===== src/rtl/uart_pkg.sv =====
// rtl/uart_pkg.sv - shared UART transmitter encodings, defaults and line levels
//
// Purpose: state encoding for the transmit FSM, default frame geometry and the
// serial line levels used by every UART block in the slice.
// Ports: none (package).
package uart_pkg;

  typedef enum logic [1:0] {
    ST_IDLE  = 2'd0,
    ST_START = 2'd1,
    ST_DATA  = 2'd2,
    ST_STOP  = 2'd3
  } uart_state_e;

  localparam int OVERSAMPLE_DEF = 8;
  localparam int DATA_BITS_DEF  = 8;

  localparam logic IDLE_LEVEL  = 1'b1;
  localparam logic START_LEVEL = 1'b0;
  localparam logic STOP_LEVEL  = 1'b1;

endpackage


===== src/rtl/rr_arbiter2.sv =====
// rtl/rr_arbiter2.sv - two-way round-robin grant logic
//
// Purpose: picks one of two requesters; when both are valid the one that was
// not served most recently wins.
// Ports:
//   valid  [1:0] in   request lines, bit N = requester N
//   enable       in   grants are only issued while high
//   last         in   index of the requester served most recently
//   grant  [1:0] out  one-hot grant (all zero when disabled or no request)
module rr_arbiter2 (
  input  logic [1:0] valid,
  input  logic       enable,
  input  logic       last,
  output logic [1:0] grant
);

  always_comb begin
    grant = 2'b00;
    if (enable) begin
      if (valid == 2'b11) begin
        grant = last ? 2'b01 : 2'b10;
      end else begin
        grant = valid;
      end
    end
  end

endmodule


===== src/rtl/uart_tx_arbiter.sv =====
// rtl/uart_tx_arbiter.sv - two-requester UART transmitter with round-robin arbitration
//
// Purpose: accepts bytes from two valid/ready requesters, arbitrates round-robin,
// and shifts each byte out as start + DATA_BITS (LSB first) + stop, with every
// serial bit lasting OVERSAMPLE external baud_tick pulses.
// Ports:
//   clk, rst                 in   clock; synchronous active-high reset
//   baud_tick                in   oversampling tick from the shared baud generator
//   req0_valid/data/ready    requester 0 handshake (ready is combinational)
//   req1_valid/data/ready    requester 1 handshake (ready is combinational)
//   tx                       out  serial line, idle high
//   tx_busy                  out  high while a frame is in flight
//   grant_id                 out  requester index of the last accepted byte
module uart_tx_arbiter
  import uart_pkg::*;
#(
  parameter int OVERSAMPLE = OVERSAMPLE_DEF,
  parameter int DATA_BITS  = DATA_BITS_DEF
) (
  input  logic                 clk,
  input  logic                 rst,
  input  logic                 baud_tick,
  input  logic                 req0_valid,
  input  logic [DATA_BITS-1:0] req0_data,
  output logic                 req0_ready,
  input  logic                 req1_valid,
  input  logic [DATA_BITS-1:0] req1_data,
  output logic                 req1_ready,
  output logic                 tx,
  output logic                 tx_busy,
  output logic                 grant_id
);

  localparam int TICK_W = (OVERSAMPLE > 1) ? $clog2(OVERSAMPLE) : 1;
  localparam int BIT_W  = (DATA_BITS > 1) ? $clog2(DATA_BITS) : 1;

  uart_state_e          state_q, state_d;
  logic [TICK_W-1:0]    tick_cnt_q, tick_cnt_d;
  logic [BIT_W-1:0]     bit_idx_q, bit_idx_d;
  logic [DATA_BITS-1:0] shift_q, shift_d;
  logic                 tx_q, tx_d;
  logic                 grant_id_q, grant_id_d;
  logic                 last_q, last_d;

  logic [1:0] grant;
  logic       arb_en;
  logic       bit_end;

  // Ready is only offered from IDLE and never while reset is asserted.
  assign arb_en = (state_q == ST_IDLE) && !rst;

  rr_arbiter2 u_rr_arbiter2 (
    .valid  ({req1_valid, req0_valid}),
    .enable (arb_en),
    .last   (last_q),
    .grant  (grant)
  );

  assign req0_ready = grant[0];
  assign req1_ready = grant[1];

  // The OVERSAMPLE-th tick counted in the current bit closes that bit.
  assign bit_end = baud_tick && (tick_cnt_q == TICK_W'(OVERSAMPLE - 1));

  always_comb begin
    state_d    = state_q;
    tick_cnt_d = tick_cnt_q;
    bit_idx_d  = bit_idx_q;
    shift_d    = shift_q;
    tx_d       = tx_q;
    grant_id_d = grant_id_q;
    last_d     = last_q;

    case (state_q)
      ST_IDLE: begin
        // Ticks seen here, including in the transfer cycle, are not counted.
        tick_cnt_d = '0;
        bit_idx_d  = '0;
        tx_d       = IDLE_LEVEL;
        if (grant[0]) begin
          shift_d    = req0_data;
          grant_id_d = 1'b0;
          last_d     = 1'b0;
          state_d    = ST_START;
          tx_d       = START_LEVEL;
        end else if (grant[1]) begin
          shift_d    = req1_data;
          grant_id_d = 1'b1;
          last_d     = 1'b1;
          state_d    = ST_START;
          tx_d       = START_LEVEL;
        end
      end

      ST_START: begin
        if (bit_end) begin
          tick_cnt_d = '0;
          state_d    = ST_DATA;
          tx_d       = shift_q[0];
        end else if (baud_tick) begin
          tick_cnt_d = tick_cnt_q + TICK_W'(1);
        end
      end

      ST_DATA: begin
        if (bit_end) begin
          tick_cnt_d = '0;
          shift_d    = shift_q >> 1;
          if (bit_idx_q == BIT_W'(DATA_BITS - 1)) begin
            bit_idx_d = '0;
            state_d   = ST_STOP;
            tx_d      = STOP_LEVEL;
          end else begin
            bit_idx_d = bit_idx_q + BIT_W'(1);
            tx_d      = shift_d[0];
          end
        end else if (baud_tick) begin
          tick_cnt_d = tick_cnt_q + TICK_W'(1);
        end
      end

      ST_STOP: begin
        if (bit_end) begin
          tick_cnt_d = '0;
          state_d    = ST_IDLE;
          tx_d       = IDLE_LEVEL;
        end else if (baud_tick) begin
          tick_cnt_d = tick_cnt_q + TICK_W'(1);
        end
      end

      default: begin
        state_d = ST_IDLE;
        tx_d    = IDLE_LEVEL;
      end
    endcase
  end

  always_ff @(posedge clk) begin
    if (rst) begin
      state_q    <= ST_IDLE;
      tick_cnt_q <= '0;
      bit_idx_q  <= '0;
      shift_q    <= '0;
      tx_q       <= IDLE_LEVEL;
      grant_id_q <= 1'b0;
      // Pretend requester 1 was served last so requester 0 wins first contention.
      last_q     <= 1'b1;
    end else begin
      state_q    <= state_d;
      tick_cnt_q <= tick_cnt_d;
      bit_idx_q  <= bit_idx_d;
      shift_q    <= shift_d;
      tx_q       <= tx_d;
      grant_id_q <= grant_id_d;
      last_q     <= last_d;
    end
  end

  assign tx       = tx_q;
  assign tx_busy  = (state_q != ST_IDLE);
  assign grant_id = grant_id_q;

endmodule


===== config.mk =====
export PLATFORM = sky130hd
export DESIGN_NAME = uart_tx_arbiter
export DESIGN_NICKNAME = d
export VERILOG_FILES = /design/src/rtl/uart_pkg.sv /design/src/rtl/rr_arbiter2.sv /design/src/rtl/uart_tx_arbiter.sv
export SDC_FILE = /design/constraint.sdc
export NUM_CORES = 1
export LEC_CHECK = 0
export ABC_AREA = 0
export CAP_MARGIN = 20
export CORE_UTILIZATION = 52
export CTS_BUF_LIST = sky130_fd_sc_hd__clkbuf_16
export DETAILED_ROUTE_END_ITERATION = 10
export GPL_ROUTABILITY_DRIVEN = 0
export PLACE_DENSITY = 0.95
export SKIP_LAST_GASP = 1
export SYNTH_ARGS = -nofsm -noshare
export SYNTH_HDL_FRONTEND = slang
export SYNTH_SLANG_ARGS = --single-unit

===== constraint.sdc =====
create_clock -name clk -period 4.64 [get_ports clk]
set_clock_uncertainty 0.15 [all_clocks]
set_input_delay 0.928 -clock clk [delete_from_list [all_inputs] [get_ports clk]]
set_output_delay 0.928 -clock clk [all_outputs]
set_load 0.01 [all_outputs]

Yosys cells after proc, flatten, opt, wreduce, memory -nomap -nowiden
Cells that the tools add are included.
{ "word_totals": {"rom_bits": 0, "mem_count": 0, "output_inout_bits": 5, "latchBits": 0, "ram_bits": 0, "inputBits": 21, "reg_bits": 19} }
{ "classes": {"add_sub_neg": 2, "n_reduce_logical": 13, "n_mul": 0, "order_cmp": 0, "muxes": 29, "div": 0, "shift": 0, "n_eq_ne": 12, "bitwise_logic": 0} }
{ "op_table": {"columns": ["operator", "count"], "rows": [
  ["$mux 8", 3],
  ["$mux 2", 9],
  ["$pmux 8 s2", 1],
  ["$mux 3", 4],
  ["$pmux 3 s2", 2],
  ["$mux 1", 8],
  ["$ne 2x2->1 const B", 4],
  ["$pmux 2 s4", 1],
  ["$add 3x1->3 const B", 2],
  ["$eq 2x2->1 const B", 3],
  ["$eq 3x3->1 const B", 2],
  ["$reduce_and 3->1", 2],
  ["$reduce_bool 2->1", 3],
  ["$reduce_and 5->1", 1],
  ["$pmux 1 s4", 1],
  ["$reduce_and 2->1", 2],
  ["$ne 3x1->1 const B", 1],
  ["$ne 3x3->1 const B", 1],
  ["$reduce_or 3->1", 1],
  ["$eq 2x1->1 const B", 1],
  ["$logic_and 1x1->1", 2],
  ["$logic_not 2->1", 1],
  ["$logic_not 1->1", 1]
]} }

Depth between registers and ports, before layout
{ "depth": {"word_depth": 6, "depth_mapped": 8, "depth_no_buf": 6} }

By module
Synthesis repeated with hierarchy kept, for this count alone.
{ "hier_totals": {"hier_cells": 128, "area_unflattened_um2": 1142.3} }
{ "modules_own_cells": {"columns": ["module", "cells_each", "seq_area_each_um2", "area_per_inst_um2", "instances"], "rows": [
  ["uart_tx_arbiter", 123, 380.4, 1121.1, 1],
  ["rr_arbiter2", 5, 0.0, 21.3, 1]
]} }

Worst setup path before layout
Ideal clock, no wire load.
{ "synth_path": {"kind": "input port to output port", "start": "input port rst", "end": "output port req0_ready", "stages": 3, "n_path_buf": 2, "arrival_time_ns": 1.511, "path_slack_ns": 2.051, "path_cell_list": "clkbuf_1 -> nor3_1 -> buf_2"} }
{ "synth_via": {"elab_chain_cells": 3} }
{ "synth_lines": {"columns": ["element", "line_no", "source"], "rows": [
  ["from (decl)", "uart_tx_arbiter.sv:21", "input logic rst,"],
  ["$logic_not 1->1", "uart_tx_arbiter.sv:50", "assign arb_en = (state_q == ST_IDLE) && !rst;"],
  ["$logic_and 1x1->1", "uart_tx_arbiter.sv:50", null],
  ["$mux 2", "rr_arbiter2.sv:19", "if (enable) begin"],
  ["to (decl)", "uart_tx_arbiter.sv:25", "output logic req0_ready,"]
]} }
Every way passes these cells.

Final worst setup path
Same ends and word-level chain as after synthesis.

==> impl_metrics.tcl <==
set metrics [dict create \
    run_status "finished, final reports clean" \
    timing.final.max_slew_violations 0 \
    r2r-start "state_q[0]" \
    placed_cell_area_sq_um 1330 \
    fmax_mhz 265 \
    cts.hold.buffers_added 0 \
    grt.overflow.total 0 \
    final_cell_area_sq_um 1410 \
    crit_buf_inv 2 \
    r2r_slack_ns 2.07 \
    powerDensity_nw_per_um2 533 \
    synth_seq_cells 19 \
    power_leakage_nw 0.569 \
    postRouteAntennaNets 0 \
    cts_tree "built" \
    ir_drop_mv 0.287 \
    hold_viol 0 \
    slew_headroom_pct 42.7 \
    cp-end-kind "output port" \
    synthToLayoutAreaGrowth_pct 31.0 \
    grt_pass1_wl_mm 3.89 \
    drive_above_1_share_pct 4.67 \
    crit_type "input port to output port" \
    htreeDepth 1 \
    slowest_delay_ns 0.67 \
    min_period_over_period_pct 81.3 \
    numPortBuffers 25 \
    avgSynthCellArea_sq_um 8.45 \
    setup_violations 0 \
    rr_worst_depth 6 \
    vias 996 \
    synth_top_area_share_pct 35.4 \
    dieWidth_microns 47.4 \
    grt_pass1_vias 889 \
    io-pin-count 26 \
    r2r-end "shift_q[0]" \
    numCtsBuffers 3 \
    endpoint "req0_ready" \
    synth_area_sq_um 1070 \
    diodes 0 \
    vias_per_cell 5.63 \
    grt_setup_unrepaired "no" \
    routed_wl_mm 2.38 \
    arrival_ns 2.69 \
    synth_nets 156 \
    grtUsageTotal_pct 24.8 \
    die-area_sq_um 2250 \
    cap_viol_max_count 0 \
    antenna_found_initial 0 \
    final_util_pct 72.4 \
    insertion_delay_ns 0.25 \
    hold_path_class "flop to flop" \
    fillers 142 \
    start_kind "input port" \
    rows 16 \
    clk_pin_slew_ns 0.05 \
    die_h_microns 47.4 \
    drc 0 \
    core-area_sq_um 1940 \
    min_period_ns 3.77 \
    crit_path_cell_trace "clkdlybuf4s50_1 > nor3_1 > clkdlybuf4s50_1" \
    ys_types 28 \
    grt_max_degree 29 \
    critPathRequiredTime_ns 3.56 \
    tns_ns 0 \
    cts.sinks 19 \
    synthCells 127 \
    avgRoutedWirePerCell_microns 13.5 \
    synth_area_leaders "dfxtp_1, nor2_1, ha_1, a32o_1, mux2i_1" \
    synth.largest_area_cell "dfxtp_1" \
    ys_seq_area_share_pct 35.4 \
    ys_warn_count 0 \
    start_util_pct 55.3 \
    crit_path_start "rst" \
    post-cts-setup-buffer-count 0 \
    cts_buffer_depth 2 \
    cp.depth 3 \
    nets 180 \
    cts_resized 0 \
    cp_max_fo 16 \
    critical_path.most_common_cell "clkdlybuf4s50_1" \
    slowest_stage "clkdlybuf4s50_1" \
    drtIter0Drc 30 \
    dp_hpwl_mm 1.72 \
    tightestPinTransition_ns 0.859 \
    drt_pass1_iterations 4 \
    hold-worst-slack_ns 0.309 \
    path_delay_family "buffers and inverters" \
    cts_root_buf "clkbuf_16" \
]
-- cell type report --
class                      count  area [sq um]  share of cell area, %
sequential                    19           380                   27.0
inverter                       6          22.5                   1.60
tap                           27          33.8                   2.40
clock buffer                   3          75.1                   5.34
timing repair buffer          26           258                   18.3
multi-input combinational     95           633                   45.0
clock inverter                 1          3.75                  0.267
-- sequential cells by signal, summed over array words and instances, names as in the netlist --
signal / cells
tx: 1
tick_cnt_q: 3
last_q: 1
shift_q: 8
grant_id: 1
state_q: 2
bit_idx_q: 3
-- cell usage after synthesis, drive strengths merged --
| cell | number |
|---|---|
| nor2 | 27 |
| dfxtp | 19 |
| a32o | 8 |
| ha | 8 |
| mux2i | 8 |
| nand2 | 8 |
| a21oi | 6 |
| inv | 6 |
| nand2b | 6 |
| nor3 | 6 |
| buf | 4 |
| a22oi | 3 |
| clkbuf | 3 |
| a211oi | 2 |
| a211o | 1 |
| a21o | 1 |
| a222oi | 1 |
| a31oi | 1 |
| mux2 | 1 |
| nand3 | 1 |
| nor2b | 1 |
| nor3b | 1 |
| o211ai | 1 |
| o21ai | 1 |
| o21bai | 1 |
| or2b | 1 |
| or3 | 1 |
-- report_power, final --
group | internal [mW] | total [mW] | switching, mW
sequential | 0.217 | 0.248 | 0.0313
combinational | 0.158 | 0.327 | 0.168
clock | 0.115 | 0.174 | 0.0597
-- kinds of logic after synthesis --
logic type | after synthesis | synth area share (%)
and+or+nand+nor | 52 | 22.5
AOI/OAI and AO/OA | 26 | 18.6
DFF | 19 | 35.4
buffers and inverters | 13 | 5.59
muxes | 9 | 8.51
adders and majority gates | 8 | 9.32
-- through the flow --
stage	setup slack [ns]	std cells	power, mW
after floorplan	2.05	127	0.486
after global placement	0.928	173	0.557
after detailed placement	0.962	173	0.571
after CTS	0.907	177	0.749
after global routing	0.797	177	0.804
final	0.868	177	0.749
-- metal layers --
layer,global-route usage [%],part of all wire [%],routed length [microns]
met5,0,0,0
met4,10.3,0.21,5
met3,5.66,3.9,93
met2,43.8,53,1260
met1,28.5,43,1020
-- worst register-to-register path, cell delays in order, from the launching register on --
cell and delay, ns:
dfxtp_1 0.34, inv_1 0.10, ha_1 0.72, nor2_1 0.22, a21o_1 0.26, nor3b_2 0.47
a32o_1 0.26
-- placed cells by master, fill, tap and decap left out, drive strengths merged, types with 6 or more instances in the layout --
| cell type | synthesis | layout |
|---|---|---|
| ha | 8 | 8 |
| mux2i | 8 | 8 |
| inv | 6 | 7 |
| a32o | 8 | 8 |
| dfxtp | 19 | 19 |
| nand2b | 6 | 6 |
| a21oi | 6 | 6 |
| clkdlybuf4s50 | 0 | 25 |
| nand2 | 8 | 8 |
| nor2 | 27 | 27 |
| nor3 | 6 | 6 |
-- how the worst min path moves through the flow --
stage                          start         end  cells after the start
after floorplan           shift_q[3]  shift_q[3]                      1
after global placement    shift_q[7]  shift_q[7]                      1
after detailed placement  shift_q[6]  shift_q[6]                      1
after CTS                 shift_q[6]  shift_q[6]                      1
after global routing      shift_q[1]  shift_q[1]                      1
final                     shift_q[3]  shift_q[3]                      1
(Power assumes the default switching activity.)
